==> config.mk <==
export PLATFORM = sky130hd
export DESIGN_NAME = alu_op_sequencer
export DESIGN_NICKNAME = d
export VERILOG_FILES = /design/src/rtl/alu_pkg.sv /design/src/rtl/alu_ctl_decode.sv /design/src/rtl/alu_op_sequencer.sv
export SDC_FILE = /design/constraint.sdc
export NUM_CORES = 1
export LEC_CHECK = 0
export CAP_MARGIN = 25
export CORE_MARGIN = 2
export CORE_UTILIZATION = 42
export DETAILED_ROUTE_END_ITERATION = 7
export PLACE_DENSITY = 0.87
export SLEW_MARGIN = 10
export SYNTH_ARGS = -nofsm -noshare
export SYNTH_HDL_FRONTEND = slang
export SYNTH_SLANG_ARGS = --single-unit
==> constraint.sdc <==
create_clock -name clk -period 4.7 [get_ports clk]
set_input_delay 0.94 -clock clk [delete_from_list [all_inputs] [get_ports clk]]
set_output_delay 0.94 -clock clk [all_outputs]
set_load 0.05 [all_outputs]
==> src/rtl/alu_pkg.sv <==
// Shared ALU control codes, ALUOp/funct3 encodings and sequencer FSM states.
package alu_pkg;

  localparam logic [3:0] CTL_AND = 4'b0000;
  localparam logic [3:0] CTL_OR  = 4'b0001;
  localparam logic [3:0] CTL_ADD = 4'b0010;
  localparam logic [3:0] CTL_SUB = 4'b0110;
  localparam logic [3:0] CTL_SLT = 4'b0111;

  localparam logic [1:0] ALUOP_ADD   = 2'b00;
  localparam logic [1:0] ALUOP_SUB   = 2'b01;
  localparam logic [1:0] ALUOP_RTYPE = 2'b10;

  localparam logic [2:0] F3_ADD_SUB = 3'b000;
  localparam logic [2:0] F3_SLT     = 3'b010;
  localparam logic [2:0] F3_OR      = 3'b110;
  localparam logic [2:0] F3_AND     = 3'b111;

  typedef enum logic [1:0] {
    ST_IDLE = 2'd0,
    ST_EXEC = 2'd1,
    ST_RESP = 2'd2
  } seq_state_t;

  // Overflow is only meaningful for the arithmetic codes.
  function automatic logic ovf_applies(input logic [3:0] ctl);
    return (ctl == CTL_ADD) || (ctl == CTL_SUB);
  endfunction

endpackage

==> src/rtl/alu_ctl_decode.sv <==
// Purpose: map {alu_op, funct3, funct7_5} to a 4-bit ALU control code plus illegal flag.
// Latency: combinational.
// Backpressure: none.
module alu_ctl_decode
  import alu_pkg::*;
(
  input  logic [1:0] alu_op,
  input  logic [2:0] funct3,
  input  logic       funct7_5,
  output logic [3:0] ctl,
  output logic       illegal
);

  always_comb begin
    ctl     = CTL_ADD;
    illegal = 1'b0;
    case (alu_op)
      ALUOP_ADD: ctl = CTL_ADD;
      ALUOP_SUB: ctl = CTL_SUB;
      ALUOP_RTYPE: begin
        case (funct3)
          F3_ADD_SUB: ctl = funct7_5 ? CTL_SUB : CTL_ADD;
          F3_AND:     ctl = CTL_AND;
          F3_OR:      ctl = CTL_OR;
          F3_SLT:     ctl = CTL_SLT;
          default:    illegal = 1'b1;
        endcase
      end
      default: illegal = 1'b1;
    endcase
  end

endmodule

==> src/rtl/alu_op_sequencer.sv <==
// Purpose: accept one ALU request, drive the ALU for one EXEC cycle, return result on rsp channel.
// Latency: response valid 2 cycles after request accept (legal), 1 cycle (illegal).
// Backpressure: req_ready low while a transaction is in flight; response held until rsp_ready.
module alu_op_sequencer
  import alu_pkg::*;
#(
  parameter int          CNT_W          = 16,
  parameter logic [31:0] ILLEGAL_RESULT = 32'h0
) (
  input  logic             clk,
  input  logic             rst,
  input  logic             req_valid,
  output logic             req_ready,
  input  logic [1:0]       req_alu_op,
  input  logic [2:0]       req_funct3,
  input  logic             req_funct7_5,
  input  logic [31:0]      req_a,
  input  logic [31:0]      req_b,
  output logic [31:0]      alu_a,
  output logic [31:0]      alu_b,
  output logic [3:0]       alu_ctl,
  input  logic [31:0]      alu_result,
  input  logic             alu_zero,
  input  logic             alu_overflow,
  output logic             rsp_valid,
  input  logic             rsp_ready,
  output logic [31:0]      rsp_result,
  output logic             rsp_zero,
  output logic             rsp_overflow,
  output logic             rsp_illegal,
  output logic [CNT_W-1:0] op_count
);

  seq_state_t state;
  logic [3:0] dec_ctl;
  logic       dec_illegal;

  alu_ctl_decode u_decode (
    .alu_op   (req_alu_op),
    .funct3   (req_funct3),
    .funct7_5 (req_funct7_5),
    .ctl      (dec_ctl),
    .illegal  (dec_illegal)
  );

  always_ff @(posedge clk or posedge rst) begin
    if (rst) begin
      state        <= ST_IDLE;
      req_ready    <= 1'b1;
      alu_a        <= '0;
      alu_b        <= '0;
      alu_ctl      <= '0;
      rsp_valid    <= 1'b0;
      rsp_result   <= '0;
      rsp_zero     <= 1'b0;
      rsp_overflow <= 1'b0;
      rsp_illegal  <= 1'b0;
      op_count     <= '0;
    end else begin
      case (state)
        ST_IDLE: begin
          if (req_valid && req_ready) begin
            req_ready <= 1'b0;
            if (dec_illegal) begin
              // Skip the ALU entirely so its inputs stay quiet on a bad decode.
              rsp_result   <= ILLEGAL_RESULT;
              rsp_zero     <= 1'b0;
              rsp_overflow <= 1'b0;
              rsp_illegal  <= 1'b1;
              rsp_valid    <= 1'b1;
              state        <= ST_RESP;
            end else begin
              alu_a   <= req_a;
              alu_b   <= req_b;
              alu_ctl <= dec_ctl;
              state   <= ST_EXEC;
            end
          end
        end
        ST_EXEC: begin
          rsp_result   <= alu_result;
          rsp_zero     <= alu_zero;
          rsp_overflow <= alu_overflow & ovf_applies(alu_ctl);
          rsp_illegal  <= 1'b0;
          rsp_valid    <= 1'b1;
          state        <= ST_RESP;
        end
        ST_RESP: begin
          if (rsp_ready) begin
            rsp_valid <= 1'b0;
            req_ready <= 1'b1;
            op_count  <= op_count + CNT_W'(1);
            state     <= ST_IDLE;
          end
        end
        default: begin
          state     <= ST_IDLE;
          req_ready <= 1'b1;
          rsp_valid <= 1'b0;
        end
      endcase
    end
  end

endmodule

---- After elaboration in Yosys (flattened, before gate mapping) ----
Index checks and enable logic that the tools add are counted.
storage, ports and cells
  bits in registers ....................... 123
  input port bits ......................... 108
  word-level logic and storage cells ...... 65
cells by class
  $add $sub $neg .......................... 1
  equal/unequal tests ..................... 12
  muxes and demuxes ....................... 24
  bitwise gates (word level) .............. 3
  reductions and logical operators ........ 14
operators by type and width
  kind                     count
  $mux W32                 2
  $pmux W32 S2             1
  $add A16 B1 Y16 const B  1
  $pmux W4 S4              1
  $reduce_and A3 Y1        4
  $mux W1                  8
  $pmux W1 S2              4
  $pmux W4 S2              1
  $eq A3 B3 Y1 const B     2
  $mux W2                  3
  $ne A2 B2 Y1 const B     3
  $pmux W1 S3              2
  $pmux W2 S3              1
  $eq A2 B1 Y1 const B     2
  $eq A2 B2 Y1 const B     2
  $eq A4 B2 Y1 const B     1
  $eq A4 B3 Y1 const B     1
  $logic_not A2 Y1         2
  $reduce_and A2 Y1        2
  $reduce_or A4 Y1         1
  $eq A3 B2 Y1 const B     1
  $logic_not A3 Y1         1
  $mux W3                  1
  $not A1 Y1               2
  5 further kinds          5

---- Longest topological paths before layout ----
Gate-level depths: netlist (run 1).
  word-level depth ........................ 7
  mapped depth ............................ 7
  mapped depth without buffers ............ 6

---- Modules after synthesis ----
A second synthesis (run 1) with hierarchy kept.
second synthesis, totals
  cells, all modules ...................... 327
  area total of the unflattened synthesis .. 4835.9 sq um
by module, submodules not included
  module            instances  cells each  area each (sq um)  seq. area each (sq um)
  alu_op_sequencer  1          309         4699.5             3079.2
  alu_ctl_decode    1          18          136.4              0.0

---- Worst setup path before layout (run 1) ----
OpenSTA, ideal clock, no wires.
  path type ............................... in2reg
  start ................................... in req_alu_op[0]
  end ..................................... reg alu_a[10]
  arrival ................................. 2.500 ns
  required time ........................... 4.575 ns
  slack ................................... 2.075 ns
  stages on the path ...................... 6
  cells stage by stage .................... inv_1 -> ha_1 -> a21boi_0 -> a2111oi_4 -> buf_6 -> mux2_4
on the way
  word-level cells in the longest chain between the ends .. 5
  elaborated cells between the ends (all ways) .. 7
  classes of those cells .................. eq/ne: 2; mux: 1; bitwise: 1; reduce/logical: 3
ends and longest elaborated chain
  what                                                     line                    RTL
  start, declared                                          alu_op_sequencer.sv:14  input logic [1:0] req_alu_op,
  $eq A2 B1 Y1 / $logic_not A2 Y1 (equally long branches)  alu_ctl_decode.sv:17    case (alu_op)
  $reduce_or A2 Y1 (no line)                               -
  $pmux W1 S2 (*)                                          alu_ctl_decode.sv:17
  $not A1 Y1 (no line) (*)                                 -
  $reduce_and A3 Y1 (no line) (*)                          -
  end signal, assigned                                     alu_op_sequencer.sv:73  alu_a <= req_a;
  end, declared                                            alu_op_sequencer.sv:19  output logic [31:0] alu_a,
Mark *: on every way between the ends. The rest lies on a longest branch, timed or not.
A chain may end at the register's enable or synchronous reset.

---- Final worst setup path (run 1) ----
  start ................................... in req_alu_op[0]
  end ..................................... reg alu_b[18]
on the way
  word-level cells in the longest chain between the ends .. 5
  elaborated cells between the ends (all ways) .. 7
  classes of those cells .................. eq/ne: 2; mux: 1; bitwise: 1; reduce/logical: 3
ends and longest elaborated chain
  what                                                     line                    RTL
  $eq A2 B1 Y1 / $logic_not A2 Y1 (equally long branches)  alu_ctl_decode.sv:17
  $reduce_or A2 Y1 (no line)                               -
  $pmux W1 S2 (*)                                          alu_ctl_decode.sv:17
  $not A1 Y1 (no line) (*)                                 -
  $reduce_and A3 Y1 (no line) (*)                          -
  end signal, assigned                                     alu_op_sequencer.sv:74  alu_b <= req_b;
  end, declared                                            alu_op_sequencer.sv:20  output logic [31:0] alu_b,
Marked as above.

==> impl_metrics.ini, run 1 <==
[final_layout]
nFillCells = 845
n_antenna_cell = 0
stdcell_area_mm2 = 0.008053
final_core_util_pct = 67.89
drive_above_1_share_pct = 16.28
area_growth_pct = 59.82
nets = 738

[cts]
h-tree-depth = 4
postCtsSetupBuffers = 0
clk_latency_ns = 0.41
cts.sinks = 122
postCtsHoldBufs = 0
cts_resized = 0
cts_root_buffer = clkbuf_16
clk_pin_slew_ns = 0.05
cts_tree = yes
cts_buffers = 17
clock_path_buffers = 2

[placement]
placed_cell_area_mm2 = 0.007487
gp_congestion = 0.7465
port_buffers = 227
place_hpwl_um = 9750

[sta]
tns_ns = 0
fin_crit_sh_pct = 66.85
layout_min_cycle_time_ns = 3.142
slew_headroom_pct = 37.21
final-setup-viol-count = 0
grt_setup_unrepaired = false
drv_slew = 0
hold_viol = 0
skew_ns = 0.01024
max_freq_ghz = 0.3183
worst_slew_pin_slew_ns = 0.9418
holdWs_ns = 0.4758

[floorplan]
die_w_um = 113.5
core_area_mm2 = 0.01186
start_util_pct = 42.48
ios = 229
dieHeight_um = 113.5
row_count = 40
dieArea_mm2 = 0.01289

[critical_path]
required_ns = 4.98
max_stage_delay_ns = 0.87
worst-path-buf-inv = 3
worstReg2RegStart = req_ready$_DFFE_PP1P_
startpoint_type = input pin
crit_type = in -> reg
crit_fanout = 28
arrival_ns = 3.43
r2r_end = alu_b[18]$_DFFE_PP0P_
path_cells = clkdlybuf4s50_1, inv_1, ha_1, a21boi_0, a2111oi_4, buf_12, mux2_2
ff2ff_path_depth = 4
critPathSlowestCell = a2111oi_4
cp_top_family = compound AO/OA/AOI/OAI gates
critPathCaptureType = flop
worst-r2r-setup-slack_ns = 2.34

[hold_path]
min_to = op_count[15]$_DFFE_PP0P_
min_path_cells = 1
min_from = op_count[15]$_DFFE_PP0P_
holdCritPathClass = reg -> reg

[run_status]
outcome = finished clean

[route]
ant_nets = 0
firstDrtPassIters = 7
wl_um = 13480
vias_per_cell = 4.934
wl_per_cell_um = 17.14
drt_iter0_drc = 186
drcViolationCount = 0
via_count = 3878

[global_routing]
antenna_found_initial = 0
gr-total-overflow = 0
grt_pass1_vias = 4134
grt_max_degree = 63
grt_pass1_wl_um = 21620
grtUsageTotal_pct = 21.56

[pwr]
p_total_uw = 3820
power_density_mw_per_mm2 = 474.4
ir_drop_mv = 0.3047
p_leak_uw = 0.003623

[yosys]
synthesis.area_mm2 = 0.005039
ys_types = 35
netlist_top_cells_area = dfrtp_1 60%, mux2_4 12%, nand2_1 5.5%, mux2_2 4.5%, o21ai_0 3.8%
synth_area_per_cell_um2 = 12.92
synth_top_area_cell = dfrtp_1
syn_nets = 502
yosys.area.top_type_share_pct = 60.09
ys_seq_elements = 122
ys_warn_count = 0
yosysSeqAreaShare_pct = 60.62
synth_cells = 390

[run]
cap_violations = 0
## report_power, final
part	internal (uW)	switching, uW	total [uW]
registers	1220	105	1320
logic	460	789	1250
clock network	804	443	1250
## worst max path at each step
| stage | slack, ns | from | cells past startpoint | endpoint |
|---|---|---|---|---|
| finish | 1.56 | req_alu_op[0] | 7 | alu_b[18]$_DFFE_PP0P_ |
| global route | 1.39 | req_alu_op[0] | 7 | alu_b[18]$_DFFE_PP0P_ |
| CTS | 1.52 | req_alu_op[0] | 7 | alu_b[16]$_DFFE_PP0P_ |
| detailed placement | 1.08 | req_alu_op[0] | 7 | alu_b[16]$_DFFE_PP0P_ |
| global placement | 1.16 | req_alu_op[0] | 7 | alu_b[25]$_DFFE_PP0P_ |
| floorplan | 0.52 | rst | 1 | alu_a[0]$_DFFE_PP0P_ |
## layout make-up
| cell class | instances | area (um2) | area share (%) |
|---|---|---|---|
| clock inverters | 8 | 93.84 | 1.165 |
| inverters | 6 | 25.02 | 0.3108 |
| clock buffers | 24 | 471.7 | 5.858 |
| flip-flops and latches | 122 | 3054 | 37.93 |
| multi-input cells | 243 | 1839 | 22.84 |
| repair buffers | 236 | 2385 | 29.61 |
| well taps | 147 | 183.9 | 2.284 |
## cell usage after synthesis, drive strengths merged
cell type,number
ha,4
nor2b,2
nor3b,2
o21a,1
o22a,1
or2,2
and3,2
conb,1
mux2,64
dfrtp,121
o21ai,38
a21oi,5
inv,6
nand3b,2
buf,8
nor3,3
nand4,4
and2,1
nand3,6
clkbuf,11
nor4,1
a2111oi,1
and4,3
nor2,8
dfstp,1
or3,2
xnor2,10
nand2,74
a21boi,1
xor2,5
## logic make-up (layout without fill, tap and decap cells)
kind of cell | Yosys count | in the layout | share of synthesized area, %
simple gates | 112 | 112 | 10.16
buf+inv | 25 | 274 | 2.980
compound gates | 47 | 47 | 5.289
fa+ha+maj | 4 | 4 | 0.9933
xor+xnor | 15 | 15 | 2.607
flops | 122 | 122 | 60.62
other cells | 1 | 1 | 0.07443
mux | 64 | 64 | 17.28
## through the flow
step,setup slack [ns],std cells
6_report,1.558,786
5_1_grt,1.385,786
4_1_cts,1.519,786
3_5_place_dp,1.078,754
3_3_place_gp,1.158,753
2_1_floorplan,0.5191,390
## registers in the layout (all words and copies together), names as in the netlist
| register | flops |
|---|---|
| req_ready | 1 |
| op_count | 16 |
| state | 2 |
| rsp_illegal | 1 |
| rsp_result | 32 |
| alu_b | 32 |
| alu_a | 32 |
| rsp_valid | 1 |
| rsp_zero | 1 |
| rsp_overflow | 1 |
| alu_ctl | 3 |
## routing by layer
layer	wire length [um]	vias to the layer above	part of all wire, %	GRT usage, %
li1	-	1793	-	-
met5	0	-	0	0
met3	1104	13	8.2	8.130
met4	172	0	1.3	7.317
met2	6799	165	50	35.77
met1	5398	1907	40	26.00
## cells in the final DEF, fill, tap and decap left out, types with 6 or more instances in the layout
cell type        synthesis  routed
clkdlybuf4s50_1          0     227
dfrtp_1                121     121
nand2_1                 74      74
mux2_4                  40      40
o21ai_0                 38      38
mux2_2                  20      20
clkbuf_16                0      17
xnor2_1                 10      10
nor2_1                   8       7
nand3_1                  6       6
No activity file was read; power rests on OpenSTA's default activity.
==> run 2: changes to the inputs <==
Clock period 4.7 ns to 3.3 ns, I/O delays scaled along.
==> impl_metrics.ini, run 2 (same netlist as run 1, synthesis figures left out) <==
[sta]
slew_headroom_pct = 57.22
skew_ns = 0.005415
drv_slew = 0
final-setup-viol-count = 0
grt_setup_unrepaired = false
worst_slew_pin_slew_ns = 0.6418
tns_ns = 0
fin_crit_sh_pct = 77.16
holdWs_ns = 0.4852
hold_viol = 0
layout_min_cycle_time_ns = 2.546
max_freq_ghz = 0.3928

[final_layout]
largestRegisters = alu_a: 32 flops, alu_b: 32 flops, rsp_result: 32 flops
final_common_cell = clkdlybuf4s50_1
drive_above_1_share_pct = 15.30
final_core_util_pct = 67.12
nFillCells = 859
final_cell_mix = 227 x clkdlybuf4s50_1, 121 x dfrtp_1, 74 x nand2_1
n_antenna_cell = 0
nets = 735
stdcell_area_mm2 = 0.007961
area_growth_pct = 58.01

[critical_path]
critPathCaptureType = flop
arrival_ns = 2.83
worst-r2r-setup-slack_ns = 1.29
startpoint_type = input pin
required_ns = 3.59
crit_type = in -> reg
crit_fanout = 52

[placement]
gp_congestion = 0.7833
port_buffers = 227
place_hpwl_um = 9158
placed_cell_area_mm2 = 0.007453

[route]
wl_um = 13130
ant_nets = 0
drt_iter0_drc = 224
vias_per_cell = 4.853
drcViolationCount = 0
firstDrtPassIters = 4
wl_per_cell_um = 16.82
via_count = 3790

[floorplan]
die_w_um = 113.5
row_count = 40
core_area_mm2 = 0.01186
dieArea_mm2 = 0.01289
start_util_pct = 42.48
ios = 229
dieHeight_um = 113.5

[pwr]
p_seq_share_pct = 35.7
swShare_pct = 35.54
ir_drop_mv = 0.5631
p_leak_uw = 0.003569
power_frac_comb_pct = 33.8
power_switching_uw = 1873
power.internal_uw = 3397
power_density_mw_per_mm2 = 661.9
power_frac_clock_pct = 30.5

[cts]
cts.sinks = 122
clk_pin_slew_ns = 0.05
cts_tree = yes
cts_resized = 0
cts_root_buffer = clkbuf_16
postCtsHoldBufs = 0
cts_buffers = 17
clock_path_buffers = 2
h-tree-depth = 4
clk_latency_ns = 0.41
postCtsSetupBuffers = 0

[global_routing]
antenna_found_initial = 0
grt_max_degree = 123
grtUsageTotal_pct = 20.67
grt_pass1_wl_um = 20620
grt_pass1_vias = 3940
gr-total-overflow = 0

[hold_path]
holdCritPathClass = reg -> reg

[run]
cap_violations = 0

[run_status]
outcome = finished clean
## run 2: power by group through the flow
stage                     Combinational (uW)  Sequential [uW]  Clock [uW]
after detailed placement                1790             1900           0
after global placement                  1760             1890           0
after global routing                    1850             1910        1710
after CTS                               1790             1880        1640
final                                   1780             1880        1610
after floorplan                          246             2730           0
## run 2: path summary, 6_finish.rpt
| kind | from | endpoint | cells after the start |
|---|---|---|---|
| worst max-delay path | req_alu_op[0] | alu_b[21]$_DFFE_PP0P_ | 7 |
| worst min-delay path | alu_a[24]$_DFFE_PP0P_ | alu_a[24]$_DFFE_PP0P_ | 1 |
| worst max register to register | req_ready$_DFFE_PP1P_ | alu_b[21]$_DFFE_PP0P_ | 4 |
| worst min register to register | alu_a[24]$_DFFE_PP0P_ | alu_a[24]$_DFFE_PP0P_ | 1 |
| max in group asynchronous | rst | rsp_result[5]$_DFFE_PP0P_ | 3 |
| min in group asynchronous | rst | alu_a[4]$_DFFE_PP0P_ | 3 |
## run 2: stage by stage
| stage | setup slack [ns] | std cells | power [uW] |
|---|---|---|---|
| floorplan | 0.9549 | 390 | 2973 |
| global placement | 0.4110 | 750 | 3646 |
| detailed placement | 0.3494 | 751 | 3688 |
| CTS | 0.7758 | 781 | 5322 |
| global route | 0.6958 | 781 | 5472 |
| finish | 0.7539 | 781 | 5270 |
## run 2: cell type report
class                      instances  area (um2)  area share (%)
sequential                       122        3054           38.36
timing repair buffer             233        2350           29.51
multi-input combinational        243        1839           23.10
clock buffer                      27       493.0           6.192
tap                              147       183.9           2.310
inverter                           6       26.28          0.3300
clock inverter                     3       15.01          0.1886
## run 2: routing by layer
layer	vias up	part of all wire, %	global-route usage [%]
met2	154	48	32.81
met4	0	1.4	7.236
met1	1844	42	26.00
met3	11	8.1	7.970
met5	-	0	0
li1	1781	-	-
## run 2: critical path, cell delays in order
cell,delay [ns]
clkdlybuf4s50_1,0.51
inv_1,0.06
ha_1,0.20
a21boi_0,0.19
a2111oi_4,0.43
buf_12,0.36
mux2_2,0.39
==> run 3: changes to the inputs <==
Clock period 3.3 ns to 2.35 ns, I/O delays scaled along.
==> impl_metrics.ini, run 3 (same netlist as run 1, synthesis figures left out) <==
[pwr]
power_switching_uw = 2668
p_seq_share_pct = 35.0
power.internal_uw = 4920
swShare_pct = 35.16
power_frac_comb_pct = 33.0
p_leak_uw = 0.003651
ir_drop_mv = 0.6521
power_frac_clock_pct = 32.0
power_density_mw_per_mm2 = 933.2

[cts]
clk_latency_ns = 0.40
clock_path_buffers = 2
postCtsSetupBuffers = 0
clk_pin_slew_ns = 0.05
cts_root_buffer = clkbuf_16
cts_resized = 0
cts_tree = yes
cts.sinks = 122
cts_buffers = 17
postCtsHoldBufs = 0
h-tree-depth = 4

[final_layout]
stdcell_area_mm2 = 0.008132
final_core_util_pct = 68.55
final_cell_mix = 227 x clkdlybuf4s50_1, 121 x dfrtp_1, 74 x nand2_1
final_common_cell = clkdlybuf4s50_1
nets = 745
drive_above_1_share_pct = 17.34
n_antenna_cell = 0
largestRegisters = alu_a: 32 flops, alu_b: 32 flops, rsp_result: 32 flops
area_growth_pct = 61.39
stdcell_count = 793

[critical_path]
required_ns = 1.88
max_stage_delay_ns = 0.84
crit_cells = 1
path_cells = clkdlybuf4s50_1
critPathSlowestCell = clkdlybuf4s50_1
crit_type = reg -> out
crit_fanout = 4
cp_top_family = buffers and inverters
ff2ff_path_depth = 5
worst-path-buf-inv = 1
startpoint_type = flop
critPathCaptureType = primary output
arrival_ns = 1.82

[sta]
drv_slew = 0
grt_setup_unrepaired = false
max_freq_ghz = 0.4365
worst_slew_pin_slew_ns = 0.5445
slew_headroom_pct = 63.59
fin_crit_sh_pct = 97.50
hold_viol = 0
skew_ns = 0.009518
final-setup-viol-count = 0
layout_min_cycle_time_ns = 2.291
holdWs_ns = 0.4782

[global_routing]
grt_max_degree = 81
grtUsageTotal_pct = 21.38
grt_pass1_wl_um = 21340
antenna_found_initial = 0
grt_pass1_vias = 4061
gr-total-overflow = 0

[placement]
port_buffers = 227
post-place-cells = 761
place_hpwl_um = 9781
gp_congestion = 0.7900
placed_cell_area_mm2 = 0.007571

[floorplan]
ios = 229
dieHeight_um = 113.5
die_w_um = 113.5
core_area_mm2 = 0.01186
row_count = 40
start_util_pct = 42.48
dieArea_mm2 = 0.01289

[route]
via_count = 3852
drcViolationCount = 0
wl_per_cell_um = 16.86
drt_iter0_drc = 261
firstDrtPassIters = 6
wl_um = 13370
vias_per_cell = 4.858
ant_nets = 0

[hold_path]
min_path_cells = 1
holdCritPathClass = reg -> reg

[run_status]
outcome = finished clean

[run]
cap_violations = 0
-- run 3: through the flow --
step	TNS, ns	setup WS (ns)	total power, uW
after global placement	-17.14	-0.2400	5134
after detailed placement	-27.85	-0.3223	5188
after CTS	0	0.03775	7661
after floorplan	0	0.1949	4175
final	0	0.05884	7588
after global routing	0	0.01398	7893
-- run 3: per-layer routing --
layer	up-vias	GRT usage, %	share of wire [%]
li1	1798	-	-
met1	1853	26.18	40
met2	189	35.25	50
met3	12	8.077	9.1
met4	0	6.829	1.1
met5	-	0	0
-- run 3: path summary, 6_finish.rpt --
check                                    startpoint                       end  slack, ns
min reg2reg                op_count[15]$_DFFE_PP0P_  op_count[15]$_DFFE_PP0P_       0.48
max in group asynchronous                       rst     alu_b[15]$_DFFE_PP0P_       1.35
max                           req_ready$_DFFE_PP1P_                 req_ready       0.06
min in group asynchronous                       rst      alu_a[8]$_DFFE_PP0P_       0.54
max reg2reg                   req_ready$_DFFE_PP1P_      alu_b[1]$_DFFE_PP0P_       0.43
min                        op_count[15]$_DFFE_PP0P_  op_count[15]$_DFFE_PP0P_       0.48
-- run 3: cell type report --
type / count / area, um2
sequential: 122 / 3054
tap: 147 / 183.9
clock buffer: 25 / 495.5
multi-input combinational: 243 / 1839
timing repair buffer: 243 / 2467
fill: 861 / 3730
clock inverter: 7 / 65.06
inverter: 6 / 26.28
-- run 3: power groups by stage --
stage | registers, uW | logic, uW | clock network [uW]
after CTS | 2660 | 2520 | 2480
after floorplan | 3830 | 346 | 0
after global routing | 2700 | 2610 | 2590
after detailed placement | 2670 | 2510 | 0
after global placement | 2670 | 2470 | 0
final | 2650 | 2500 | 2430
